## src/rtl/dnn_issue_seq_if.sv

```systemverilog
// Bundle of the three handshakes around the issue sequencer: sample source,
// DNN core (issue + output strobes) and result consumer.
`timescale 1ns/1ps
interface dnn_issue_seq_if #(
   parameter int TAG_W = 4
);
   logic                    src_valid;
   logic                    src_ready;
   logic signed [6:0]       src_x0, src_x1, src_x2, src_x3;

   logic signed [6:0]       dnn_x0, dnn_x1, dnn_x2, dnn_x3;
   logic                    dnn_in_ready;
   logic signed [20:0]      dnn_out0, dnn_out1;
   logic                    dnn_out0_ready, dnn_out1_ready;

   logic                    res_valid;
   logic                    res_ready;
   logic signed [20:0]      res_out0, res_out1;
   logic [TAG_W-1:0]        res_tag;

   // slave: the sequencer itself; master: everything around it
   modport slave (
      input  src_valid, src_x0, src_x1, src_x2, src_x3,
      output src_ready,
      output dnn_x0, dnn_x1, dnn_x2, dnn_x3, dnn_in_ready,
      input  dnn_out0, dnn_out1, dnn_out0_ready, dnn_out1_ready,
      output res_valid, res_out0, res_out1, res_tag,
      input  res_ready
   );

   modport master (
      output src_valid, src_x0, src_x1, src_x2, src_x3,
      input  src_ready,
      input  dnn_x0, dnn_x1, dnn_x2, dnn_x3, dnn_in_ready,
      output dnn_out0, dnn_out1, dnn_out0_ready, dnn_out1_ready,
      input  res_valid, res_out0, res_out1, res_tag,
      output res_ready
   );
endinterface

```

## src/rtl/dnn_issue_seq.sv

```systemverilog
// Feeds sample vectors to the 4-cycle shared-multiplier DNN core one pass at a
// time and collects its outputs, with their sequence tags, into a result FIFO.
//
//   state  | meaning
//   S_INIT | post-reset quiet window, src_ready low, core strobes ignored
//   S_IDLE | waiting for a sample and a free result credit
//   S_RUN  | pass in progress, phase 1..PASS_CYCLES-1
`timescale 1ns/1ps
module dnn_issue_seq #(
   parameter int IN_DEPTH    = 4,
   parameter int RES_DEPTH   = 2,
   parameter int TAG_W       = 4,
   parameter int PASS_CYCLES = 4,
   parameter int INIT_CYCLES = 4
) (
   input  logic            clk,
   input  logic            rst,
   dnn_issue_seq_if.slave  bus,
   output logic            o_busy,
   output logic            o_err_unexp
);
   localparam int IAW = $clog2(IN_DEPTH);
   localparam int RAW = $clog2(RES_DEPTH);
   localparam int ICW = IAW + 1;
   localparam int RCW = RAW + 1;
   localparam int NW  = $clog2(INIT_CYCLES + 1);
   localparam int PW  = $clog2(PASS_CYCLES + 1);
   localparam int SW  = 28;
   localparam int RW  = TAG_W + 42;

   typedef enum logic [1:0] {S_INIT, S_IDLE, S_RUN} state_t;

   state_t            r_state;
   logic [NW-1:0]     r_init_cnt;
   logic [PW-1:0]     r_phase;
   logic [SW-1:0]     r_dnn_x;
   logic              r_in_ready;
   logic [TAG_W-1:0]  r_tag_ctr;
   logic [TAG_W-1:0]  r_issue_tag;
   logic [TAG_W-1:0]  r_flight_tag;
   logic              r_in_flight;
   logic              r_err;

   logic [SW-1:0]     r_in_mem [IN_DEPTH];
   logic [IAW-1:0]    r_in_wr, r_in_rd;
   logic [ICW-1:0]    r_in_cnt;

   logic [RW-1:0]     r_res_mem [RES_DEPTH];
   logic [RAW-1:0]    r_res_wr, r_res_rd;
   logic [RCW-1:0]    r_res_cnt;

   logic              w_live, w_src_ready, w_in_full, w_in_push, w_issue;
   logic              w_strobe_any, w_strobe_both, w_capture, w_unexp;
   logic              w_res_full, w_res_pop;
   logic [RCW-1:0]    w_used;
   logic [SW-1:0]     w_src_pack;

   assign w_live      = (r_state != S_INIT);
   assign w_in_full   = (r_in_cnt == ICW'(IN_DEPTH));
   assign w_src_ready = w_live & ~w_in_full;
   assign w_in_push   = bus.src_valid & w_src_ready;
   assign w_src_pack  = {bus.src_x0, bus.src_x1, bus.src_x2, bus.src_x3};

   // Results held plus the pass in flight must leave room for one more result.
   assign w_used  = r_res_cnt + RCW'(r_in_flight);
   assign w_issue = (r_state == S_IDLE) && (r_in_cnt != '0) && (w_used < RCW'(RES_DEPTH));

   assign w_strobe_any  = bus.dnn_out0_ready | bus.dnn_out1_ready;
   assign w_strobe_both = bus.dnn_out0_ready & bus.dnn_out1_ready;
   assign w_capture     = w_live & w_strobe_both & r_in_flight;
   assign w_unexp       = w_live & w_strobe_any & ~(w_strobe_both & r_in_flight);

   assign w_res_full = (r_res_cnt == RCW'(RES_DEPTH));
   assign w_res_pop  = (r_res_cnt != '0) & bus.res_ready;

   assign bus.src_ready    = w_src_ready;
   assign bus.dnn_in_ready = r_in_ready;
   assign bus.dnn_x0       = r_dnn_x[27:21];
   assign bus.dnn_x1       = r_dnn_x[20:14];
   assign bus.dnn_x2       = r_dnn_x[13:7];
   assign bus.dnn_x3       = r_dnn_x[6:0];
   assign bus.res_valid    = (r_res_cnt != '0);
   assign {bus.res_tag, bus.res_out0, bus.res_out1} = r_res_mem[r_res_rd];

   assign o_busy      = r_in_flight | (r_state == S_RUN) | (r_in_cnt != '0) | (r_res_cnt != '0);
   assign o_err_unexp = r_err;

   always_ff @(posedge clk or posedge rst) begin
      if (rst) begin
         r_state     <= S_INIT;
         r_init_cnt  <= NW'(INIT_CYCLES - 1);
         r_phase     <= '0;
         r_dnn_x     <= '0;
         r_in_ready  <= 1'b0;
         r_tag_ctr   <= '0;
         r_issue_tag <= '0;
      end else begin
         r_in_ready <= 1'b0;
         unique case (r_state)
            S_INIT: begin
               if (r_init_cnt == '0) r_state <= S_IDLE;
               else r_init_cnt <= r_init_cnt - 1'b1;
            end
            S_IDLE: begin
               if (w_issue) begin
                  r_dnn_x     <= r_in_mem[r_in_rd];
                  r_in_ready  <= 1'b1;
                  r_issue_tag <= r_tag_ctr;
                  r_tag_ctr   <= r_tag_ctr + 1'b1;
                  r_phase     <= PW'(1);
                  r_state     <= S_RUN;
               end
            end
            S_RUN: begin
               if (r_phase == PW'(PASS_CYCLES - 1)) begin
                  r_phase <= '0;
                  r_state <= S_IDLE;
               end else begin
                  r_phase <= r_phase + 1'b1;
               end
            end
            default: r_state <= S_INIT;
         endcase
      end
   end

   // The in-flight tag is taken at the end of the issue cycle so that a strobe
   // for the previous pass arriving in that same cycle still sees the old tag.
   always_ff @(posedge clk or posedge rst) begin
      if (rst) begin
         r_in_flight  <= 1'b0;
         r_flight_tag <= '0;
         r_err        <= 1'b0;
      end else begin
         if (r_in_ready) begin
            r_in_flight  <= 1'b1;
            r_flight_tag <= r_issue_tag;
         end else if (w_capture) begin
            r_in_flight <= 1'b0;
         end
         if (w_unexp) r_err <= 1'b1;
      end
   end

   always_ff @(posedge clk or posedge rst) begin
      if (rst) begin
         for (int i = 0; i < IN_DEPTH; i++) r_in_mem[i] <= '0;
         r_in_wr  <= '0;
         r_in_rd  <= '0;
         r_in_cnt <= '0;
      end else begin
         if (w_in_push) begin
            r_in_mem[r_in_wr] <= w_src_pack;
            r_in_wr           <= r_in_wr + 1'b1;
         end
         if (w_issue) r_in_rd <= r_in_rd + 1'b1;
         r_in_cnt <= r_in_cnt + ICW'(w_in_push) - ICW'(w_issue);
      end
   end

   always_ff @(posedge clk or posedge rst) begin
      if (rst) begin
         for (int i = 0; i < RES_DEPTH; i++) r_res_mem[i] <= '0;
         r_res_wr  <= '0;
         r_res_rd  <= '0;
         r_res_cnt <= '0;
      end else begin
         if (w_capture) begin
            r_res_mem[r_res_wr] <= {r_flight_tag, bus.dnn_out0, bus.dnn_out1};
            r_res_wr            <= r_res_wr + 1'b1;
         end
         if (w_res_pop) r_res_rd <= r_res_rd + 1'b1;
         r_res_cnt <= r_res_cnt + RCW'(w_capture) - RCW'(w_res_pop);
      end
   end

   a_res_no_overflow: assert property (@(posedge clk) disable iff (rst) !(w_capture && w_res_full));

endmodule

```

## src/flat_wrapper.sv

```systemverilog
// flat-port wrapper written by rule: the top's interface ports become plain ports
module dnn_issue_seq_flat 
#(
   parameter int IN_DEPTH    = 4,
   parameter int RES_DEPTH   = 2,
   parameter int TAG_W       = 4,
   parameter int PASS_CYCLES = 4,
   parameter int INIT_CYCLES = 4
)
  (clk, rst, o_busy, o_err_unexp, bus_src_valid, bus_src_x0, bus_src_x1, bus_src_x2, bus_src_x3, bus_src_ready, bus_dnn_x0, bus_dnn_x1, bus_dnn_x2, bus_dnn_x3, bus_dnn_in_ready, bus_dnn_out0, bus_dnn_out1, bus_dnn_out0_ready, bus_dnn_out1_ready, bus_res_valid, bus_res_out0, bus_res_out1, bus_res_tag, bus_res_ready);
  dnn_issue_seq_if #(.TAG_W(TAG_W)) bus_i ();
  input  logic clk;
  input  logic rst;
  output logic o_busy;
  output logic o_err_unexp;
  input wire logic [$bits(bus_i.src_valid)-1:0] bus_src_valid;
  input wire logic [$bits(bus_i.src_x0)-1:0] bus_src_x0;
  input wire logic [$bits(bus_i.src_x1)-1:0] bus_src_x1;
  input wire logic [$bits(bus_i.src_x2)-1:0] bus_src_x2;
  input wire logic [$bits(bus_i.src_x3)-1:0] bus_src_x3;
  output wire logic [$bits(bus_i.src_ready)-1:0] bus_src_ready;
  output wire logic [$bits(bus_i.dnn_x0)-1:0] bus_dnn_x0;
  output wire logic [$bits(bus_i.dnn_x1)-1:0] bus_dnn_x1;
  output wire logic [$bits(bus_i.dnn_x2)-1:0] bus_dnn_x2;
  output wire logic [$bits(bus_i.dnn_x3)-1:0] bus_dnn_x3;
  output wire logic [$bits(bus_i.dnn_in_ready)-1:0] bus_dnn_in_ready;
  input wire logic [$bits(bus_i.dnn_out0)-1:0] bus_dnn_out0;
  input wire logic [$bits(bus_i.dnn_out1)-1:0] bus_dnn_out1;
  input wire logic [$bits(bus_i.dnn_out0_ready)-1:0] bus_dnn_out0_ready;
  input wire logic [$bits(bus_i.dnn_out1_ready)-1:0] bus_dnn_out1_ready;
  output wire logic [$bits(bus_i.res_valid)-1:0] bus_res_valid;
  output wire logic [$bits(bus_i.res_out0)-1:0] bus_res_out0;
  output wire logic [$bits(bus_i.res_out1)-1:0] bus_res_out1;
  output wire logic [$bits(bus_i.res_tag)-1:0] bus_res_tag;
  input wire logic [$bits(bus_i.res_ready)-1:0] bus_res_ready;
  assign bus_i.src_valid = bus_src_valid;
  assign bus_i.src_x0 = bus_src_x0;
  assign bus_i.src_x1 = bus_src_x1;
  assign bus_i.src_x2 = bus_src_x2;
  assign bus_i.src_x3 = bus_src_x3;
  assign bus_src_ready = bus_i.src_ready;
  assign bus_dnn_x0 = bus_i.dnn_x0;
  assign bus_dnn_x1 = bus_i.dnn_x1;
  assign bus_dnn_x2 = bus_i.dnn_x2;
  assign bus_dnn_x3 = bus_i.dnn_x3;
  assign bus_dnn_in_ready = bus_i.dnn_in_ready;
  assign bus_i.dnn_out0 = bus_dnn_out0;
  assign bus_i.dnn_out1 = bus_dnn_out1;
  assign bus_i.dnn_out0_ready = bus_dnn_out0_ready;
  assign bus_i.dnn_out1_ready = bus_dnn_out1_ready;
  assign bus_res_valid = bus_i.res_valid;
  assign bus_res_out0 = bus_i.res_out0;
  assign bus_res_out1 = bus_i.res_out1;
  assign bus_res_tag = bus_i.res_tag;
  assign bus_i.res_ready = bus_res_ready;
  dnn_issue_seq #(.IN_DEPTH(IN_DEPTH), .RES_DEPTH(RES_DEPTH), .TAG_W(TAG_W), .PASS_CYCLES(PASS_CYCLES), .INIT_CYCLES(INIT_CYCLES)) u_core (.clk(clk), .rst(rst), .bus(bus_i), .o_busy(o_busy), .o_err_unexp(o_err_unexp));
endmodule
```

## config.mk

```make
export PLATFORM = sky130hd
export DESIGN_NAME = dnn_issue_seq_flat
export DESIGN_NICKNAME = d
export VERILOG_FILES = /design/src/rtl/dnn_issue_seq_if.sv /design/src/rtl/dnn_issue_seq.sv /design/src/flat_wrapper.sv
export SDC_FILE = /design/constraint.sdc
export NUM_CORES = 1
export LEC_CHECK = 0
export CELL_PAD_IN_SITES_DETAIL_PLACEMENT = 1
export CELL_PAD_IN_SITES_GLOBAL_PLACEMENT = 2
export CORE_MARGIN = 10
export CORE_UTILIZATION = 43
export CTS_CLUSTER_SIZE = 8
export DETAILED_ROUTE_END_ITERATION = 6
export GPL_TIMING_DRIVEN = 0
export HOLD_SLACK_MARGIN = 0.03
export PLACE_DENSITY_LB_ADDON = 0.05
export SETUP_SLACK_MARGIN = 0.02
export SYNTH_ARGS = -nofsm -noshare
export SYNTH_HDL_FRONTEND = slang
export SYNTH_SLANG_ARGS = --single-unit
```

## constraint.sdc

```tcl
create_clock -name clk -period 13.9 [get_ports clk]
set_input_delay 2.085 -clock clk [delete_from_list [all_inputs] [get_ports clk]]
set_output_delay 2.085 -clock clk [all_outputs]
set_load 0.01 [all_outputs]
```

Word-level counts from Yosys, hierarchy flattened

Index checks and enable logic that the tools add are counted.

$add $sub $neg: 12
Equal/unequal tests: 7
Bitwise gates (word level): 20
$lt $le $gt $ge: 7
Reductions and logical operators: 15
Multiplexer cells: 23

Operators with widths:

| cell                                                             | count |
|---|---|
| 46-bit 2-to-1 mux                                                | 4 |
| 112-bit bitwise mux                                              | 1 |
| 92-bit bitwise mux                                               | 1 |
| 28-bit 2-to-1 mux                                                | 3 |
| 28-bit binary-select mux with 2-bit select                       | 1 |
| 28-bit demux with 2-bit select                                   | 1 |
| 46-bit demux with 1-bit select                                   | 1 |
| 1-bit bitwise AND                                                | 9 |
| 2-bit nonzero test                                               | 4 |
| 3-bit greater-or-equal comparator (second input constant)        | 2 |
| 2-bit 2-to-1 mux                                                 | 3 |
| 3-bit 2-to-1 mux                                                 | 2 |
| 2-bit inverter with 3-bit output                                 | 2 |
| 2-bit one-hot mux with 3 select lines                            | 1 |
| 3-bit one-hot mux with 2 select lines                            | 1 |
| 2-bit AND reduction                                              | 3 |
| 2-bit by 1-bit adder with 2-bit output                           | 2 |
| 2-bit by 1-bit adder with 2-bit output (second input constant)   | 2 |
| 4-bit by 1-bit adder with 4-bit output (second input constant)   | 1 |
| 2-bit greater-or-equal comparator (second input constant)        | 2 |
| 1-bit logical AND                                                | 4 |
| 1-bit 2-to-1 mux                                                 | 4 |
| 2-bit by 1-bit != test with 1-bit output (second input constant) | 2 |
| 1-bit inverter with 2-bit output                                 | 2 |
| 20 further kinds                                                 | 26 |

Bits in registers: 266
Input port bits: 76

Logic depth before layout (Yosys ltp)

Depth in word-level cells: 6
Depth in mapped cells: 9

Worst setup path after synthesis

No wires, ideal clock.

Path type: register to output
From: register u_core.r_in_cnt[1]
To: output port o_busy
Buffers on the path: 0
Arrival time: 1.370 ns
Data required time: 11.815 ns
Path slack: 10.445 ns
Cell stages (with the launch flop): 3
Path through: dfrtp_1 or3_4 or4_1

Word-level cells in the longest chain between the ends: 3

RTL lines:

| element                  | RTL line             | RTL |
|---|---|---|
| start: declaration       | dnn_issue_seq.sv:46  | `logic [ICW-1:0] r_in_cnt;` |
| start signal: assignment | dnn_issue_seq.sv:157 | `r_in_cnt <= r_in_cnt + ICW'(w_in_push) - ICW'(w_issue);` |
| 3-bit nonzero test       | dnn_issue_seq.sv:85  | `assign o_busy = r_in_flight \| (r_state == S_RUN) \| (r_in_cnt != '0) \| (r_res_cnt != '0);` |
| 1-bit OR (2 in a row)    | dnn_issue_seq.sv:85  |  |
| end: declaration         | flat_wrapper.sv:14   | `output logic o_busy;` |

No other way between the ends.

Worst setup path in the final report

From: register u_core.r_res_rd
To: output port bus_res_tag[3]

Word-level cells in the longest chain between the ends: 4

RTL lines:

| element                                                | RTL line             | RTL |
|---|---|---|
| start: declaration                                     | dnn_issue_seq.sv:49  | `logic [RAW-1:0] r_res_wr, r_res_rd;` |
| start signal: assignment                               | dnn_issue_seq.sv:172 | `if (w_res_pop) r_res_rd <= r_res_rd + 1'b1;` |
| 1-bit inverter with 2-bit output (not written as such) | dnn_issue_seq.sv:83  | `assign {bus.res_tag, bus.res_out0, bus.res_out1} = r_res_mem[r_res_rd];` |
| 46-bit 2-to-1 mux (not written as such) (3 in a row)   | dnn_issue_seq.sv:83  |  |
| end: declaration                                       | flat_wrapper.sv:34   | `output wire logic [$bits(bus_i.res_tag)-1:0] bus_res_tag;` |

No other way between the ends. The select of a mux whose other input is x is not followed.

==> run_results.csv <==
group,metric,value,unit
run_status,result_of_the_run,"finished clean",
timing,worst_clock_skew,0.0156,ns
worst_hold_path,holdPathStages,2,
floorplanning,rows,59,
worst_setup_path,reg2reg_setup_slack,11.63,ns
power_and_ir_drop,power.leakage,6.23,nW
detailed_routing,number_of_design_rule_violations_left_after_detail_routing,0,
placed_design,dp.final_hpwl,18700,um
cts,cts_inserted_buffers,39,
timing,setup_viol,0,
worst_hold_path,worstHoldPathType,"reg2reg",
logic_synthesis,yosysTopAreaCellShare,0.575,
floorplanning,number_of_top_level_design_ports,155,
worst_setup_path,worst-setup-path-type,"reg2out",
cts,post_cts_hold_buffer_count,0,
grt,global_route.overflow_total,0,
logic_synthesis,syn-cell-area,0.0115,mm2
grt,grt_pass1_vias,7887,
detailed_routing,drtAntennaViolNets,0,
floorplanning,floorplan.initialDensity,0.439,
worst_setup_path,rr_endpoint,"u_core.r_in_cnt[2]$_DFF_PP0_",
worst_setup_path,reg2regPathDepth,7,
grt,grt_start_max_net_pins,136,
worst_setup_path,timing.critical_path.slowest_stage_cell,"sky130_fd_sc_hd__clkdlybuf4s50_1",
power_and_ir_drop,power_density_relative_to_cell_area,255,mW/mm2
timing,final_period_minus_worst_setup_slack,4.75,ns
worst_setup_path,largest_fanout_on_the_critical_path,10,
finish,layout.nets,998,
timing,timing.final.crit_share,0.342,
finish,layout_common_cells,"sky130_fd_sc_hd__dfrtp_1, sky130_fd_sc_hd__mux2_2, sky130_fd_sc_hd__clkdlybuf4s50_1, sky130_fd_sc_hd__clkbuf_16, sky130_fd_sc_hd__mux2_1",
cts,clock_tree.buffer_depth,3,
logic_synthesis,synth.net_count,801,
detailed_routing,detail_route.vias_per_cell,5.27,
finish,share_of_post_route_cells_with_drive_strength_above_1,0.393,
floorplanning,coreArea,0.0261,mm2
finish,layout_commonest_cell,"sky130_fd_sc_hd__dfrtp_1",
logic_synthesis,dominant_cells_by_area_after_synthesis,"sky130_fd_sc_hd__dfrtp_1, sky130_fd_sc_hd__mux2_2, sky130_fd_sc_hd__mux4_2, sky130_fd_sc_hd__mux2_1, sky130_fd_sc_hd__buf_6",
logic_synthesis,ys_seq_area_frac,0.580,
finish,area.growth.synth_to_final,26.9,%
logic_synthesis,count_of_flip_flops_with_a_built_in_enable_after_synthesis,0,
detailed_routing,detailedRoute.firstPassIterationCount,4,
logic_synthesis,dominantRegCellSynth,"sky130_fd_sc_hd__dfrtp_1",
timing,worst_hold_slack,0.476,ns
power_and_ir_drop,irDropWorstVdd,0.000123,V
grt,wire_length_of_the_first_global_routing_pass,43500,um
floorplanning,dieHeight,183,um
timing,setup-tns-final,0,ns
cts,cts_max_level,2,
floorplanning,die_ar,0.0336,mm2
cts,postCtsResizedCells,0,
logic_synthesis,yosysUniqueCellTypes,42,
cts,numClockSinks,266,
grt,grtUsageTotal,0.162,
grt,number_of_antenna_violations_at_the_first_check_in_global_routing,0,
logic_synthesis,yosysWarnings,0,
logic_synthesis,post-synth-top-area-cell,"sky130_fd_sc_hd__dfrtp_1",
worst_setup_path,worstPathCellList,"clkbuf_1, buf_2, mux2_2, clkdlybuf4s50_1",
cts,clkSlewWorstSetupHoldPaths,0.05,ns
worst_setup_path,critical_path_arrival,2.66,ns
placed_design,gp_congestion,0.723,
logic_synthesis,async_flop_share,1.00,
worst_setup_path,worstReg2RegStart,"u_core.r_in_cnt[1]$_DFF_PP0_",
timing,max_slew.worst_pin.slew,0.748,ns
logic_synthesis,synthesis.instances,713,
logic_synthesis,synth_seq_cells,266,
cts,cts_tree,"yes",
timing,fmax,211,MHz
finish,nFillCells,2444,
timing,hold_viol_final,0,
detailed_routing,route.vias.total,6620,
cts,cts_setup_buffers,0,
logic_synthesis,post_synth.cell_area_avg,16.1,um2
finish,seqCellArea,0.00666,mm2
placed_design,place.port_buffers,154,
detailed_routing,routedWlPerCell,21.4,um
floorplanning,die_w,183,um
worst_setup_path,slowest_delay,0.52,ns
cts,clock_tree.root_cell,"sky130_fd_sc_hd__clkbuf_16",
timing,slew_headroom,0.501,
timing,rsz_0062_raised_after_global_routing,"false",
worst_hold_path,worstHoldEndpoint,"u_core.r_issue_tag[2]$_DFFE_PP0P_",
worst_setup_path,critical_path_required,11.81,ns
worst_setup_path,setup.worst_path.end_class,"output pin",
worst_setup_path,crit_path_start_kind,"register",
finish,multi_input_area,0.00448,mm2
run,drv_cap,0,
cts,worst_skew_pair.late_latency,0.50,ns
worst_hold_path,start_point_of_the_worst_hold_path,"u_core.r_issue_tag[2]$_DFFE_PP0P_",
detailed_routing,wl,26800,um
timing,final-max-slew-violation-count,0,
detailed_routing,drtIter0Drc,273,
==> where the power goes <==
| group | leakage, nW | internal [mW] | switching [mW] |
|---|---|---|---|
| registers | 3.21 | 1.16 | 0.215 |
| logic | 2.51 | 0.915 | 0.582 |
| clock network | 0.519 | 0.522 | 0.313 |
| total | 6.23 | 2.60 | 1.11 |
==> final cells by class <==
type | instances | area share
Clock buffer | 49 | 0.0725
Timing Repair Buffer | 156 | 0.110
Buffer | 36 | 0.0194
Tap cell | 335 | 0.0288
Clock inverter | 1 | 0.000601
Antenna cell | 1 | 0.000172
Sequential cell | 266 | 0.457
Inverter | 15 | 0.00455
Multi-Input combinational cell | 396 | 0.307
==> worst max-delay path by stage <==
stage,start,endpoint,slack [ns],depth (start not counted)
2_1_floorplan,rst,u_core.bus.dnn_in_ready$_DFF_PP0_,4.49,1
3_3_place_gp,rst,u_core.r_in_mem[109]$_DFFE_PP0P_,1.72,2
3_5_place_dp,u_core.r_res_rd$_DFFE_PP0P_,bus_res_tag[3],9.66,4
4_1_cts,u_core.r_res_rd$_DFFE_PP0P_,bus_res_tag[3],9.12,4
5_1_grt,u_core.r_res_rd$_DFFE_PP0P_,bus_res_tag[3],9.03,4
6_report,u_core.r_res_rd$_DFFE_PP0P_,bus_res_tag[3],9.15,4
==> worst max-delay path, delay by kind of cell, from the launching register on <==
kind	cells	cell delay, ns
buffers and inverters	3	1.44
DFF	1	0.34
muxes	1	0.38
==> kinds of logic after synthesis <==
| logic type | after synthesis | synth area share |
|---|---|---|
| and+or+nand+nor | 44 | 0.0191 |
| DFF | 266 | 0.580 |
| muxes | 313 | 0.338 |
| adders and majority gates | 12 | 0.0137 |
| buffers and inverters | 51 | 0.0298 |
| xor gates and xnor gates | 14 | 0.0107 |
| AOI/OAI and AO/OA | 13 | 0.00926 |
==> registers in the layout, summed over array words and instances (netlist names), 2 cells and up <==
register,count
u_core.r_res_mem,92
u_core.r_in_mem,112
u_core.r_in_cnt,3
u_core.r_tag_ctr,4
u_core.r_state,2
u_core.r_phase,3
u_core.r_flight_tag,4
u_core.r_dnn_x,28
u_core.r_issue_tag,4
u_core.r_in_rd,2
u_core.r_init_cnt,3
u_core.r_res_cnt,2
u_core.r_in_wr,2
==> routing by layer <==
layer | up-vias | GRT usage | share of wire
li1 | 2944 | - | -
met1 | 3492 | 0.202 | 0.44
met2 | 149 | 0.274 | 0.50
met3 | 35 | 0.0381 | 0.050
met4 | 0 | 0.0449 | 0.016
met5 | - | 0 | 0
==> through the flow <==
step                 util  cell area, um2  power (mW)  instances  setup slack (ns)
floorplan               -           11500        2.31        713              4.49
global placement    0.514           13400        2.82       1202              1.72
detailed placement  0.517           13500        2.91       1204              9.66
CTS                 0.558           14600        3.77       1254              9.12
global route        0.558           14600        3.96       1254              9.03
finish              0.558           14600        3.71       1255              9.15
==> synthesized netlist by cell type (2+ instances only) <==
cell                       instances
sky130_fd_sc_hd__dfstp_2           2
sky130_fd_sc_hd__dfrtp_1         264
sky130_fd_sc_hd__buf_6            14
sky130_fd_sc_hd__xnor2_1          13
sky130_fd_sc_hd__mux2_2          235
sky130_fd_sc_hd__buf_4             8
sky130_fd_sc_hd__clkbuf_1          4
sky130_fd_sc_hd__ha_1             11
sky130_fd_sc_hd__nand3_1           2
sky130_fd_sc_hd__inv_1            13
sky130_fd_sc_hd__mux2i_1           2
sky130_fd_sc_hd__mux4_2           28
sky130_fd_sc_hd__a21oi_1           2
sky130_fd_sc_hd__mux2_4           10
sky130_fd_sc_hd__mux2_1           38
sky130_fd_sc_hd__nor2_1            6
sky130_fd_sc_hd__and3_1            5
sky130_fd_sc_hd__nand2_1          20
sky130_fd_sc_hd__buf_2            10
sky130_fd_sc_hd__o21ai_0           4
(Power assumes the default switching activity.)
